$ cat config.mk
export PLATFORM = sky130hd
export DESIGN_NAME = multicycle_control_fsm
export DESIGN_NICKNAME = d
export VERILOG_FILES = /design/src/rtl/multicycle_control_fsm.sv
export SDC_FILE = /design/constraint.sdc
export NUM_CORES = 1
export LEC_CHECK = 0
export CORE_UTILIZATION = 31
export DETAILED_ROUTE_END_ITERATION = 10
export PLACE_DENSITY = 0.68
export SLEW_MARGIN = 15
export SYNTH_ARGS = -nofsm -noshare
export SYNTH_HDL_FRONTEND = slang
export SYNTH_SLANG_ARGS = --single-unit
$ cat constraint.sdc
create_clock -name CLK -period 2.3 [get_ports CLK]
set_clock_uncertainty 0.1 [all_clocks]
set_input_delay 0.46 -clock CLK [delete_from_list [all_inputs] [get_ports CLK]]
set_output_delay 0.46 -clock CLK [all_outputs]
set_load 0.01 [all_outputs]
$ cat src/rtl/multicycle_control_fsm.sv
// multicycle_control_fsm
// Control unit for a multicycle CPU. Each instruction is stepped through
// IF/ID/EXE/MEM/WB, and this block drives every datapath strobe and select.
// State is registered. Outputs are combinational from the state plus op/funct.
// Optional feature macro: ILLEGAL_TRAP_EN
//   defined   -> an unknown opcode/funct halts the machine and raises illegal
//   undefined -> an unknown opcode/funct runs as a nop and illegal is tied 0
module multicycle_control_fsm #(
  parameter int                OPW     = 6,
  parameter logic [OPW-1:0]    HALT_OP = '1
) (
  input  logic           CLK,
  input  logic           Reset,
  input  logic [OPW-1:0] op,
  input  logic [OPW-1:0] funct,
  input  logic           zero,
  output logic [2:0]     state,
  output logic           PCWre,
  output logic           IRWre,
  output logic           RegWre,
  output logic [1:0]     RegDst,
  output logic           ALUSrcB,
  output logic           ExtSel,
  output logic [2:0]     ALUOp,
  output logic           mRD,
  output logic           mWR,
  output logic           DBDataSrc,
  output logic           WrRegDSrc,
  output logic [1:0]     PCSrc,
  output logic           illegal
);

  // Opcode and funct encodings
  localparam logic [OPW-1:0] OP_R    = OPW'(6'b000000);
  localparam logic [OPW-1:0] OP_ADDI = OPW'(6'b001000);
  localparam logic [OPW-1:0] OP_ORI  = OPW'(6'b001101);
  localparam logic [OPW-1:0] OP_LW   = OPW'(6'b100011);
  localparam logic [OPW-1:0] OP_SW   = OPW'(6'b101011);
  localparam logic [OPW-1:0] OP_BEQ  = OPW'(6'b000100);
  localparam logic [OPW-1:0] OP_J    = OPW'(6'b000010);
  localparam logic [OPW-1:0] OP_JAL  = OPW'(6'b000011);

  localparam logic [OPW-1:0] FN_ADD  = OPW'(6'b100000);
  localparam logic [OPW-1:0] FN_SUB  = OPW'(6'b100010);
  localparam logic [OPW-1:0] FN_AND  = OPW'(6'b100100);
  localparam logic [OPW-1:0] FN_OR   = OPW'(6'b100101);
  localparam logic [OPW-1:0] FN_JR   = OPW'(6'b001000);

  // ALU operation codes
  localparam logic [2:0] ALU_ADD = 3'b000;
  localparam logic [2:0] ALU_SUB = 3'b001;
  localparam logic [2:0] ALU_AND = 3'b010;
  localparam logic [2:0] ALU_OR  = 3'b011;

  // PC source selects
  localparam logic [1:0] PC_PLUS4  = 2'b00;
  localparam logic [1:0] PC_BRANCH = 2'b01;
  localparam logic [1:0] PC_RS     = 2'b10;
  localparam logic [1:0] PC_JUMP   = 2'b11;

  // Register destination selects
  localparam logic [1:0] DST_RT = 2'b00;
  localparam logic [1:0] DST_RD = 2'b01;
  localparam logic [1:0] DST_RA = 2'b10;

  typedef enum logic [2:0] {
    S_IF     = 3'b000,
    S_ID     = 3'b001,
    S_EXE_LS = 3'b010,
    S_MEM    = 3'b011,
    S_WB_LD  = 3'b100,
    S_EXE_BR = 3'b101,
    S_EXE_AL = 3'b110,
    S_WB_AL  = 3'b111
  } state_e;

  // Instruction classes seen by the sequencer
  typedef enum logic [3:0] {
    C_ALU_R,
    C_ADDI,
    C_ORI,
    C_LW,
    C_SW,
    C_BEQ,
    C_J,
    C_JAL,
    C_JR,
    C_HALT,
    C_BAD
  } cls_e;

  // All control outputs gathered so the reset gating is one assignment
  typedef struct packed {
    logic       pc_wre;
    logic       ir_wre;
    logic       reg_wre;
    logic [1:0] reg_dst;
    logic       alu_src_b;
    logic       ext_sel;
    logic [2:0] alu_op;
    logic       m_rd;
    logic       m_wr;
    logic       db_data_src;
    logic       wr_reg_d_src;
    logic [1:0] pc_src;
    logic       illegal;
  } ctrl_t;

  state_e     state_q, state_d;
  logic       halt_q, halt_d;
  cls_e       cls;
  logic [2:0] alu_r_op;
  logic [2:0] alu_sel;
  ctrl_t      ctrl_c;
  ctrl_t      ctrl_o;

`ifdef ILLEGAL_TRAP_EN
  logic       illegal_q, illegal_d;
`endif

  // Classify the current instruction from op/funct and pick the R-type ALU op
  always_comb begin
    cls      = C_BAD;
    alu_r_op = ALU_ADD;
    if (op == HALT_OP) begin
      cls = C_HALT;
    end else begin
      case (op)
        OP_R: begin
          case (funct)
            FN_ADD: begin cls = C_ALU_R; alu_r_op = ALU_ADD; end
            FN_SUB: begin cls = C_ALU_R; alu_r_op = ALU_SUB; end
            FN_AND: begin cls = C_ALU_R; alu_r_op = ALU_AND; end
            FN_OR:  begin cls = C_ALU_R; alu_r_op = ALU_OR;  end
            FN_JR:  cls = C_JR;
            default: cls = C_BAD;
          endcase
        end
        OP_ADDI: cls = C_ADDI;
        OP_ORI:  cls = C_ORI;
        OP_LW:   cls = C_LW;
        OP_SW:   cls = C_SW;
        OP_BEQ:  cls = C_BEQ;
        OP_J:    cls = C_J;
        OP_JAL:  cls = C_JAL;
        default: cls = C_BAD;
      endcase
    end
  end

  // ALU op used during EXE_AL and held through WB_AL
  always_comb begin
    alu_sel = ALU_ADD;
    case (cls)
      C_ALU_R: alu_sel = alu_r_op;
      C_ADDI:  alu_sel = ALU_ADD;
      C_ORI:   alu_sel = ALU_OR;
      default: alu_sel = ALU_ADD;
    endcase
  end

  // Next-state and control outputs for the current state
  always_comb begin
    state_d = state_q;
    halt_d  = halt_q;
    ctrl_c  = '0;
`ifdef ILLEGAL_TRAP_EN
    illegal_d = illegal_q;
`endif
    if (halt_q) begin
      // Halted: stay in ID and keep every strobe low until reset.
      state_d = S_ID;
`ifdef ILLEGAL_TRAP_EN
      ctrl_c.illegal = illegal_q;
`endif
    end else begin
      case (state_q)
        S_IF: begin
          ctrl_c.ir_wre = 1'b1;
          state_d       = S_ID;
        end

        S_ID: begin
          case (cls)
            C_J: begin
              ctrl_c.pc_wre = 1'b1;
              ctrl_c.pc_src = PC_JUMP;
              state_d       = S_IF;
            end
            C_JAL: begin
              ctrl_c.pc_wre       = 1'b1;
              ctrl_c.pc_src       = PC_JUMP;
              ctrl_c.reg_wre      = 1'b1;
              ctrl_c.reg_dst      = DST_RA;
              ctrl_c.wr_reg_d_src = 1'b0;
              state_d             = S_IF;
            end
            C_JR: begin
              ctrl_c.pc_wre = 1'b1;
              ctrl_c.pc_src = PC_RS;
              state_d       = S_IF;
            end
            C_HALT: begin
              halt_d  = 1'b1;
              state_d = S_ID;
            end
            C_BEQ:                   state_d = S_EXE_BR;
            C_LW, C_SW:              state_d = S_EXE_LS;
            C_ALU_R, C_ADDI, C_ORI:  state_d = S_EXE_AL;
            default: begin
`ifdef ILLEGAL_TRAP_EN
              // Trap: freeze in ID and flag the bad instruction.
              halt_d         = 1'b1;
              illegal_d      = 1'b1;
              ctrl_c.illegal = 1'b1;
              state_d        = S_ID;
`else
              // Treat the unknown encoding as a nop and move to the next PC.
              ctrl_c.pc_wre = 1'b1;
              ctrl_c.pc_src = PC_PLUS4;
              state_d       = S_IF;
`endif
            end
          endcase
        end

        S_EXE_AL: begin
          ctrl_c.alu_op    = alu_sel;
          ctrl_c.alu_src_b = (cls != C_ALU_R);
          ctrl_c.ext_sel   = (cls == C_ADDI);
          state_d          = S_WB_AL;
        end

        S_WB_AL: begin
          ctrl_c.alu_op       = alu_sel;
          ctrl_c.alu_src_b    = (cls != C_ALU_R);
          ctrl_c.ext_sel      = (cls == C_ADDI);
          ctrl_c.reg_wre      = 1'b1;
          ctrl_c.reg_dst      = (cls == C_ALU_R) ? DST_RD : DST_RT;
          ctrl_c.pc_wre       = 1'b1;
          ctrl_c.pc_src       = PC_PLUS4;
          ctrl_c.db_data_src  = 1'b0;
          ctrl_c.wr_reg_d_src = 1'b1;
          state_d             = S_IF;
        end

        S_EXE_BR: begin
          ctrl_c.alu_op    = ALU_SUB;
          ctrl_c.alu_src_b = 1'b0;
          ctrl_c.pc_wre    = 1'b1;
          ctrl_c.pc_src    = zero ? PC_BRANCH : PC_PLUS4;
          state_d          = S_IF;
        end

        S_EXE_LS: begin
          ctrl_c.alu_op    = ALU_ADD;
          ctrl_c.alu_src_b = 1'b1;
          ctrl_c.ext_sel   = 1'b1;
          state_d          = S_MEM;
        end

        S_MEM: begin
          if (cls == C_LW) begin
            ctrl_c.m_rd = 1'b1;
            state_d     = S_WB_LD;
          end else begin
            ctrl_c.m_wr   = 1'b1;
            ctrl_c.pc_wre = 1'b1;
            ctrl_c.pc_src = PC_PLUS4;
            state_d       = S_IF;
          end
        end

        S_WB_LD: begin
          ctrl_c.reg_wre      = 1'b1;
          ctrl_c.reg_dst      = DST_RT;
          ctrl_c.db_data_src  = 1'b1;
          ctrl_c.wr_reg_d_src = 1'b1;
          ctrl_c.pc_wre       = 1'b1;
          ctrl_c.pc_src       = PC_PLUS4;
          state_d             = S_IF;
        end

        default: state_d = S_IF;
      endcase
    end
  end

  // State register and halt flag; reset aborts any instruction in flight
  always_ff @(posedge CLK or negedge Reset) begin
    if (!Reset) begin
      state_q <= S_IF;
      halt_q  <= 1'b0;
    end else begin
      state_q <= state_d;
      halt_q  <= halt_d;
    end
  end

`ifdef ILLEGAL_TRAP_EN
  // Sticky illegal-instruction flag, cleared only by reset
  always_ff @(posedge CLK or negedge Reset) begin
    if (!Reset) begin
      illegal_q <= 1'b0;
    end else begin
      illegal_q <= illegal_d;
    end
  end
`endif

  // Hold every output low while reset is asserted, even though state reads IF
  always_comb begin
    ctrl_o = Reset ? ctrl_c : '0;
  end

  assign state     = state_q;
  assign PCWre     = ctrl_o.pc_wre;
  assign IRWre     = ctrl_o.ir_wre;
  assign RegWre    = ctrl_o.reg_wre;
  assign RegDst    = ctrl_o.reg_dst;
  assign ALUSrcB   = ctrl_o.alu_src_b;
  assign ExtSel    = ctrl_o.ext_sel;
  assign ALUOp     = ctrl_o.alu_op;
  assign mRD       = ctrl_o.m_rd;
  assign mWR       = ctrl_o.m_wr;
  assign DBDataSrc = ctrl_o.db_data_src;
  assign WrRegDSrc = ctrl_o.wr_reg_d_src;
  assign PCSrc     = ctrl_o.pc_src;
  assign illegal   = ctrl_o.illegal;

endmodule

==> results.cfg <==
[route]
detail-route-antenna-nets = 0
drc_errors = 0
routed_wl_um = 4017
wl_per_cell_um = 16.74
num_vias = 1351
first_pass_iters = 4
vias_per_cell = 5.629
drt_iter0_markers = 41

[setup_path]
path_buf_inv = 2
worstPathArrival_ns = 2.06
reg2regPathDepth = 4
crit_family = simple AND/OR/NAND/NOR gates
reg2reg_to = state[1]
cp-end-kind = output pin
cp_slowest_cell = or4_4
cp-start-kind = input port
r2r-start = state[0]
cp_slowest_stage_delay_ns = 0.55
rrSetupSlack_ns = 0.82
critical_path_class = input port to output pin
cp_cell_sequence = buf_12 > and4bb_2 > a211oi_4 > o21ai_4 > or4_4 > a21boi_2 > buf_2
cp_max_fo = 8
cp.required_ns = 1.74

[final_layout]
final_common_cell = buf_4
finish.utilization = 0.7447
final_cell_mix = buf_4, buf_2, buf_6
drive_gt1_frac = 0.6095
num_antenna_cells = 0
fill_cells = 165
syn2layout_area_growth_pct = 125.8
nets = 227

[placement]
place_hpwl_um = 2290
post-place-ws_ns = -1.157
place_congestion = 0.8865
portBuffers = 32

[power]
p_int_mw = 0.4145
p_comb_frac = 0.723
power_density_nw_per_um2 = 383.7
vdd_drop_max_mv = 0.6901
cellLeakagePower_nw = 0.8565
clkPwrFrac = 0.135
power_frac_seq = 0.142
p_sw_mw = 0.2999
swShare = 0.4198

[synthesis]
synth.yosys.seq_area_share = 0.1214
yosysWarningCount = 0
synth-edff-count = 0
yosys.cell_types.count = 49
synth_area_um2 = 824.5
ys_ff_latch = 4
avgSynthCellArea_um2 = 6.759
ys.flop_type = dfrtp_1
syn_inst = 122
async_flop_share = 1.000

[run]
cap_viol_max_count = 0

[cts]
cts_tree = done
clk_latency_ns = 0.26
cts.htree.levels = 1
clk_pin_slew_ns = 0.05
clkSinkCount = 4
numCtsBuffers = 3
ctsHoldBuffers = 0
root_buffer = clkbuf_4
cts_buffer_depth = 2

[grt]
grt_use_met1 = 0.3089
grt.met2_usage = 0.4604
grt_pass1_wl_um = 5382
grt_overflow = 0
grt_pass1_vias = 1196
grtUsageTotal = 0.2606
grt_busiest_layer = met2
antenna_found_initial = 0
grt_start_max_net_pins = 15
use_met3 = 0.05085

[sta]
hold_ws_ns = 0.1355
grt_setup_unrepaired = yes
clock.fmax_mhz = 382.0
postLayoutSetupSlackWorst_ns = -0.3177
setup_viol = 10
maxSlewHeadroom = 0.6351
worst_pin_slew_ns = 0.5398
hold_violations = 0
report.final.slew_viol_count = 0
timing.final.crit_share = 1.138
period_needed_ns = 2.618

[floorplanning]
core-area_um2 = 2500
die_area_um2 = 2870
io_pins = 35
rows = 18
die_y_um = 53.58
initial_utilization = 0.3298
die_width_um = 53.58

[outcome]
outcome = finished, violations left
violations = negative setup slack

[worst_hold_path]
hold_class = input port to asynchronous set/reset pin
-- state kept, by name, indices dropped and copies added, names as in the netlist --
register	count
halt_q	1
state	3
-- cells in the mapped netlist (all sizes together), types with 2 or more instances --
| master | instances | area (um^2) |
|---|---|---|
| a21o | 2 | 15.01 |
| nand2 | 11 | 41.29 |
| nand4 | 2 | 12.51 |
| nor4 | 4 | 25.02 |
| and3 | 3 | 18.77 |
| nand2b | 5 | 31.28 |
| and4bb | 2 | 25.02 |
| nand3b | 4 | 30.03 |
| nor2b | 3 | 18.77 |
| nor2 | 14 | 52.55 |
| a211oi | 2 | 20.02 |
| buf | 7 | 51.30 |
| nor3 | 7 | 35.03 |
| o21ai | 7 | 35.03 |
| inv | 2 | 7.510 |
| dfrtp | 4 | 100.1 |
| nor3b | 2 | 15.01 |
| and4 | 2 | 17.52 |
| a31o | 2 | 17.52 |
| a21oi | 7 | 35.03 |
| or3 | 3 | 18.77 |
| nand3 | 2 | 10.01 |
| clkbuf | 4 | 15.01 |
-- power by group through the flow --
stage	clock network (mW)	registers [mW]	logic [mW]
after CTS	0.0981	0.101	0.466
final	0.0965	0.101	0.517
after global placement	0	0.101	0.419
after detailed placement	0	0.102	0.427
after global routing	0.102	0.104	0.555
after floorplan	0	0.116	0.202
-- metrics by stage --
| step | instance area, um^2 | setup TNS, ns | cells | power, mW |
|---|---|---|---|---|
| global route | 1862 | -2.230 | 240 | 0.7616 |
| finish | 1862 | -1.617 | 240 | 0.7144 |
| CTS | 1714 | -1.096 | 234 | 0.6650 |
| global placement | 1520 | -13.57 | 220 | 0.5191 |
| floorplan | 898.4 | -0.04451 | 123 | 0.3182 |
| detailed placement | 1520 | -14.09 | 220 | 0.5292 |
-- worst reg2reg max path, delay by kind of cell, from the launching register on --
kind                   cells  cell delay [ns]
AO/OA/AOI/OAI              1             0.32
buffers and inverters      1             0.18
flip-flops                 1             0.36
AND/OR/NAND/NOR            2             0.40
-- cells by family after synthesis --
kind of cell	after synthesis	synth area share
AO/OA/AOI/OAI	32	0.2747
XOR/XNOR	1	0.01062
buffers and inverters	13	0.08953
flip-flops	4	0.1214
multiplexers	1	0.01214
other	1	0.004548
AND/OR/NAND/NOR	70	0.4871
-- cell type report --
class / count / area [um^2] / share of cell area
timing repair buffer: 95 / 803.3 / 0.4315
tap: 30 / 37.54 / 0.02016
clock buffer: 3 / 22.52 / 0.01210
sequential: 4 / 100.1 / 0.05376
inverter: 2 / 7.507 / 0.004032
multi-input combinational: 106 / 890.9 / 0.4785
-- layer usage --
layer  up-vias  share of wire
met5         -              0
met4         0          0.026
met3        12          0.049
met2        49           0.51
met1       658           0.42
li1        632              -
-- worst max-delay path by stage --
stage	startpoint	end	slack, ns	cells past startpoint
2_1_floorplan	op[1]	PCSrc[1]	-0.04	5
3_3_place_gp	op[5]	PCSrc[1]	-1.14	7
3_5_place_dp	op[3]	RegDst[0]	-1.16	7
4_1_cts	op[4]	PCSrc[1]	-0.29	6
5_1_grt	op[3]	PCSrc[1]	-0.36	7
6_report	op[3]	PCSrc[1]	-0.32	7
-- timing repair --
item / in CTS / in global routing
setup buffers: 11 / 6
resized for setup: 148 / 27
endpoints found under the setup margin: 17 / 15
pin swaps: 25 / 15
Note: power is estimated with default switching activity, not from simulation.
